<file path="src/rtl/shift_unit_seq.sv">
// Iterative SLL/SRL/SRA shifter with start/busy/done handshake, up to STEP bits per cycle.
// Optional SHIFT_ROTATE_EN: op=11 rotates right; otherwise op=11 passes data through unchanged.
module shift_unit_seq #(
    parameter int WIDTH = 32,
    parameter int STEP  = 1
) (
    input  logic             clk,
    input  logic             rst,
    input  logic             start,
    input  logic [1:0]       op,
    input  logic [WIDTH-1:0] data,
    input  logic [31:0]      shamt_ext,
    output logic             busy,
    output logic             done,
    output logic [WIDTH-1:0] result
);
    // state | meaning
    // IDLE  | waiting for start; busy=0
    // SHIFT | shifting acc; the cycle with cnt==0 commits result and raises done
    // DONE  | done pulse cycle; start still ignored here
    typedef enum logic [1:0] {IDLE, SHIFT, DONE} state_t;

    localparam logic [4:0] STEP_AMT = 5'(STEP);

    state_t           state;
    logic [WIDTH-1:0] acc;
    logic [WIDTH-1:0] acc_next;
    logic [1:0]       op_q;
    logic [4:0]       cnt;
    logic [4:0]       s;
    logic [4:0]       cnt_init;
    logic             unused_shamt;

    assign unused_shamt = ^shamt_ext[31:5];

    always_comb begin
        s = (cnt < STEP_AMT) ? cnt : STEP_AMT;
        acc_next = acc;
        case (op_q)
            2'b00:   acc_next = acc << s;
            2'b01:   acc_next = acc >> s;
            2'b10:   acc_next = $unsigned($signed(acc) >>> s);
`ifdef SHIFT_ROTATE_EN
            2'b11:   acc_next = (acc >> s) | (acc << (WIDTH - int'(s)));
`else
            2'b11:   acc_next = acc;
`endif
            default: acc_next = acc;
        endcase
    end

    // Without rotate support op=11 completes with zero-shift latency.
    always_comb begin
`ifdef SHIFT_ROTATE_EN
        cnt_init = shamt_ext[4:0];
`else
        cnt_init = (op == 2'b11) ? 5'd0 : shamt_ext[4:0];
`endif
    end

    always_ff @(posedge clk or posedge rst) begin
        if (rst) begin
            state  <= IDLE;
            busy   <= 1'b0;
            done   <= 1'b0;
            result <= '0;
            acc    <= '0;
            op_q   <= 2'b00;
            cnt    <= 5'd0;
        end else begin
            case (state)
                IDLE: begin
                    done <= 1'b0;
                    if (start) begin
                        acc   <= data;
                        op_q  <= op;
                        cnt   <= cnt_init;
                        busy  <= 1'b1;
                        state <= SHIFT;
                    end
                end
                SHIFT: begin
                    if (cnt == 5'd0) begin
                        result <= acc;
                        done   <= 1'b1;
                        state  <= DONE;
                    end else begin
                        acc <= acc_next;
                        cnt <= cnt - s;
                    end
                end
                DONE: begin
                    done  <= 1'b0;
                    busy  <= 1'b0;
                    state <= IDLE;
                end
                default: begin
                    done  <= 1'b0;
                    busy  <= 1'b0;
                    state <= IDLE;
                end
            endcase
        end
    end
endmodule

</file>
<file path="config.mk">
export PLATFORM = sky130hd
export DESIGN_NAME = shift_unit_seq
export DESIGN_NICKNAME = d
export VERILOG_FILES = /design/src/rtl/shift_unit_seq.sv
export SDC_FILE = /design/constraint.sdc
export NUM_CORES = 1
export LEC_CHECK = 0
export CORE_ASPECT_RATIO = 0.5
export CORE_MARGIN = 2
export CORE_UTILIZATION = 45
export DETAILED_ROUTE_END_ITERATION = 7
export DONT_BUFFER_PORTS = 1
export PLACE_DENSITY = 0.56
export REMOVE_ABC_BUFFERS = 1
export SETUP_SLACK_MARGIN = 0.15
export SYNTH_ARGS = -nofsm -noshare
export SYNTH_HDL_FRONTEND = slang
export SYNTH_SLANG_ARGS = --single-unit
</file>
<file path="constraint.sdc">
create_clock -name clk -period 2.7 [get_ports clk]
set_clock_uncertainty 0.1 [all_clocks]
set_input_delay 0 -clock clk [delete_from_list [all_inputs] [get_ports clk]]
set_output_delay 0 -clock clk [all_outputs]
set_load 0.03 [all_outputs]
</file>
# Word level (Yosys, flattened, before mapping)
# Cells that the tools add are included.
[totals]
inputBits = 69
output_inout_bits = 34
regBits = 75
[classes]
muxes = 16
n_eq_ne = 9
magnitude_cmp = 1
n_reduce_logical = 10
addsub = 1
shift = 3
bitwise = 1
[ops]
columns = ["op", "count"]
rows = [
  ["$pmux W32 S3", 1],
  ["$mux W32", 2],
  ["$pmux W32 S2", 1],
  ["$shl A32 B5 Y32", 1],
  ["$shr A32 B5 Y32", 1],
  ["$sshr A32 B5 Y32", 1],
  ["$mux W5", 4],
  ["$pmux W5 S2", 1],
  ["$ne A2 B2 Y1 const B", 4],
  ["$reduce_and A2 Y1", 4],
  ["$eq A2 B2 Y1 const B", 3],
  ["$logic_not A5 Y1", 1],
  ["$lt A5 B1 Y1 const B", 1],
  ["$sub A5 B5 Y5", 1],
  ["$eq A2 B1 Y1 const B", 2],
  ["$logic_not A2 Y1", 2],
  ["$mux W2", 2],
  ["$pmux W2 S2", 1],
  ["$reduce_and A4 Y1", 1],
  ["$mux W1", 3],
  ["$reduce_and A3 Y1", 1],
  ["$pmux W1 S2", 1],
  ["$reduce_bool A2 Y1", 1],
  ["$not A1 Y1", 1],
]

# Depth between registers and ports, before layout
[logic_depth]
depth_word = 6
ltp_mapped = 10
ltp_nobuf = 9

# Least setup slack after synthesis
# OpenSTA, ideal clock, no wires.
[synth_path]
path_type = "flip-flop to flip-flop"
from = "reg op_q[0]"
to = "reg acc[12]"
setup_time_ps = 127
slack_ps = 763
n_path_buf = 1
required_time_ps = 2473
t_arrival_ps = 1710
path_stages_with_launch = 9
synth_period_minus_slack_ps = 1937
path_cell_list = "dfrtp_1 > inv_1 > ha_1 > buf_2 > o21ba_2 > o21ai_1 > nand2b_1 > a2bb2oi_1 > o21ai_0"
[synth_between]
elab_chain_len = 4
elab_cells_between_ends = 9
[synth_lines]
columns = ["item", "line", "source"]
rows = [
  ["start, declared", "28", "logic [1:0] op_q;"],
  ["start signal, assigned", "76", "op_q <= op;"],
  ["$eq A2 B2 Y1 (tied with other cells)", "39", "case (op_q)"],
  ["$pmux W32 S3", "39", ""],
  ["$mux W32", "83", "if (cnt == 5'd0) begin"],
  ["$pmux W32 S2", "71", "case (state)"],
  ["end signal, assigned", "75", "acc <= data;"],
  ["end signal, assigned", "88", "acc <= acc_next;"],
  ["end, declared", "26", "logic [WIDTH-1:0] acc;"],
]
# Several ways; a longest one is shown, not always the timed one. The select of a mux whose other input is x is not followed.
# A chain may end at the register's enable or synchronous reset.

# Worst setup path after layout
[layout_path]
from = "reg cnt[2]"
to = "reg cnt[0]"
[layout_between]
elab_chain_len = 5
elab_cells_between_ends = 8
[layout_lines]
columns = ["item", "line", "source"]
rows = [
  ["start, declared", "29", "logic [4:0] cnt;"],
  ["start signal, assigned", "77", "cnt <= cnt_init;"],
  ["start signal, assigned", "89", "cnt <= cnt - s;"],
  ["$lt A5 B1 Y1", "37", "s = (cnt < STEP_AMT) ? cnt : STEP_AMT;"],
  ["$mux W5", "37", ""],
  ["$sub A5 B5 Y5", "89", ""],
  ["$mux W5", "83", ""],
  ["$pmux W5 S2", "71", ""],
]
# Several ways; a longest one is shown, not always the timed one. The select of a mux whose other input is x is not followed.

==> flow_summary_export.csv <==
group,metric,value,unit
synth,ys.flop_type,"dfrtp_1",
setup_path,critPathMaxStageDelay,560,ps
cts,cts_buffer_depth,2,
synth,ys_warn_count,0,
finish,drive_gt1_frac,0.0979,
setup_path,cp-start-kind,"flip-flop",
timing,drv_slew,0,
setup_path,r2r-start,"cnt[2]$_DFFE_PP0P_",
route,routed-via-count,2993,
min_path,hold_path_class,"primary input to asynchronous set/reset pin",
cts,path_clk_slew,60,ps
setup_path,worst-path-max-fanout,5,
power_and_ir_drop,p_int,0.00365,W
timing,setup_viol,0,
power_and_ir_drop,power.share.sequential,0.360,
global_routing,grt_use_met3,0.0775,
timing,worstMarginPinSlew,656,ps
timing,rsz0062_at_grt,"false",
power_and_ir_drop,pwr-share-comb,0.459,
timing,hold_slack,105,ps
finish,num_antenna_cells,0,
placement,dpl_worst_slack,570,ps
synth,avgSynthCellArea,10.1,µm²
global_routing,met1_usage,0.285,
finish,fillers,716,
route,vias_per_cell,5.53,
global_routing,met2_usage,0.324,
placement,dpl-instance-area,0.00396,mm²
route,dr.pass1.iters,4,
timing,layout_setup_ws,373,ps
setup_path,path_cells,"nor2_2 > a21oi_1 > a32oi_1 > dlygate4sd3_1 > o21ai_0 > dlygate4sd3_1",
synth,yosysMostFrequentCell,"dfrtp_1",
power_and_ir_drop,p_total,0.00656,W
floorplan,start_util,0.473,
timing,fmax,430,MHz
timing,slew-limit-headroom,0.562,
route,drcViolationCount,0,
timing,hold_violations,0,
placement,dp_hpwl,6270,µm
power_and_ir_drop,p_sw_frac,0.444,
timing,period_share,0.862,
floorplan,rows,23,
finish,syn_to_final_growth,21.5,%
synth,syn_area,0.00386,mm²
placement,io_buffers,0,
cts,clock_latency,340,ps
cts,cts_htree_levels,3,
setup_path,cp-end-kind,"flip-flop",
power_and_ir_drop,power.share.clock,0.181,
route,routed_wl,9260,µm
route,drt_iter0_drc,165,
cts,root_buffer,"clkbuf_16",
floorplan,die_w,135,µm
setup_path,slowest_stage,"dlygate4sd3_1",
global_routing,grt_max_degree,47,
global_routing,grt_pass1_vias,2984,
setup_path,cp.required,2820,ps
setup_path,critPathKind,"flip-flop to flip-flop",
synth,synth.distinct_cells,41,
synth,synth_area_leaders,"dfrtp_1, mux2_1, mux2i_1, o21ai_0, nand3_1",
finish,final_util,0.576,
run,maxCapViolations,0,
synth,synth_top_cell_by_area,"dfrtp_1",
setup_path,cp_common_cell,"dlygate4sd3_1",
synth,ys_seq_area_frac,0.487,
synth,syn_inst,383,
floorplan,die_area,0.00937,mm²
synth,synthTopCellsByCount,"dfrtp_1, nand2_1, nor2_1",
setup_path,crit_start,"cnt[2]$_DFFE_PP0P_",
global_routing,grt_usage,0.211,
power_and_ir_drop,power.switching,0.00291,W
synth,synth_edf_count,0,
route,wl_per_cell,17.1,µm
finish,nNetsFinal,497,
synth,synth_async_sr_flop_share,1.00,
setup_path,crit_arrival,2450,ps
synth,synth_seq_cells,75,
cts,numCtsBuffers,9,
power_and_ir_drop,p_leak,2.22,nW
global_routing,grt_pass1_wl,15300,µm
power_and_ir_drop,peakVddDrop,0.720,mV
finish,finalInstanceArea,0.00469,mm²
status,status,"completed",
cts,cts_tree,"built",
power_and_ir_drop,p_per_area,1400,mW/mm²
floorplan,num_io_pins,103,
floorplan,die_height,69.5,µm
synth,yosysTopAreaCellShare,0.487,
floorplan,design.core.area,0.00814,mm²
global_routing,busiest_layer,"met2",
placement,place.gp.congestion,0.825,
global_routing,grt_overflow,0,
global_routing,antenna_found_initial,0,
setup_path,ff2ff_path_depth,6,
cts,cts.sink_count,75,
route,ant_nets,0,
timing,period_needed,2330,ps
[worst max-delay path: cells and delay by family, from the launching register on]
family | cells | cell delay [ps]
buffers and inverters | 2 | 1120
DFF | 1 | 420
AOI/OAI and AO/OA | 3 | 330
and+or+nand+nor | 1 | 230
[per-stage QoR]
| stage | TNS (ps) | instances |
|---|---|---|
| 3_5_place_dp | 0 | 482 |
| 2_1_floorplan | -3110 | 356 |
| 4_1_cts | 0 | 541 |
| 3_3_place_gp | 0 | 482 |
| 6_report | 0 | 541 |
| 5_1_grt | 0 | 541 |
[power groups by stage]
stage,clock (W),sequential (W),combinational (W)
CTS,0.00121,0.00236,0.00300
global route,0.00127,0.00243,0.00336
detailed placement,0,0.00238,0.00291
floorplan,0,0.00225,0.00221
finish,0.00119,0.00236,0.00301
global placement,0,0.00237,0.00283
[cells in the final DEF, fill, tap and decap left out, drive strengths merged, types with 3 or more instances in the layout]
master	n
ha	4
a22o	11
clkbuf	14
nor2b	5
mux2i	20
mux2	33
nor2	36
o21ai	41
o211ai	10
a2bb2oi	6
nand2	40
a21oi	12
and3	3
dfrtp	75
buf	14
a31oi	7
dlygate4sd3	43
inv	6
nand3	29
[layout make-up]
class / count / area (µm²) / area share
tap: 112 / 140 / 0.0299
inverter: 6 / 22.5 / 0.00481
multi-input combinational: 275 / 1810 / 0.386
clock buffer: 14 / 254 / 0.0542
timing repair buffer: 57 / 548 / 0.117
sequential: 75 / 1880 / 0.401
clock inverter: 2 / 35.0 / 0.00747
[final timing paths]
path                       slack, ps               endpoint
setup reg to reg                 370     cnt[0]$_DFFE_PP0P_
hold / removal                   110  result[4]$_DFFE_PP0P_
max in group asynchronous       1680     cnt[1]$_DFFE_PP0P_
setup / recovery                 370     cnt[0]$_DFFE_PP0P_
min in group clk                 170   state[0]$_DFFE_PP0P_
hold reg to reg                  430       busy$_DFFE_PP0P_
[logic make-up (layout without fill, tap and decap cells)]
kind of cell	after synthesis	in the layout	synth area share
buffers and inverters	33	79	0.0454
flip-flops	75	75	0.487
AND/OR/NAND/NOR	121	121	0.143
adder cells (fa/ha/maj)	4	4	0.0130
AO/OA/AOI/OAI	97	97	0.164
multiplexers	53	53	0.148
[routing by layer]
layer	share of wire	routed length (µm)	up-vias
met5	0	0	-
met4	0.010	97	0
met3	0.064	592	9
met2	0.45	4150	69
met1	0.48	4420	1469
li1	-	-	1446
[sequential cells by signal, indices dropped and copies added, names as in the netlist]
register  flops
done          1
state         2
acc          32
busy          1
op_q          2
cnt           5
result       32
[what timing repair did]
action	CTS	global route
endpoints found under the hold margin	69	0
gates resized for setup	0	2
hold buffers	43	0
setup buffers	0	0
setup endpoints to repair	0	1
(Power assumes the default switching activity.)
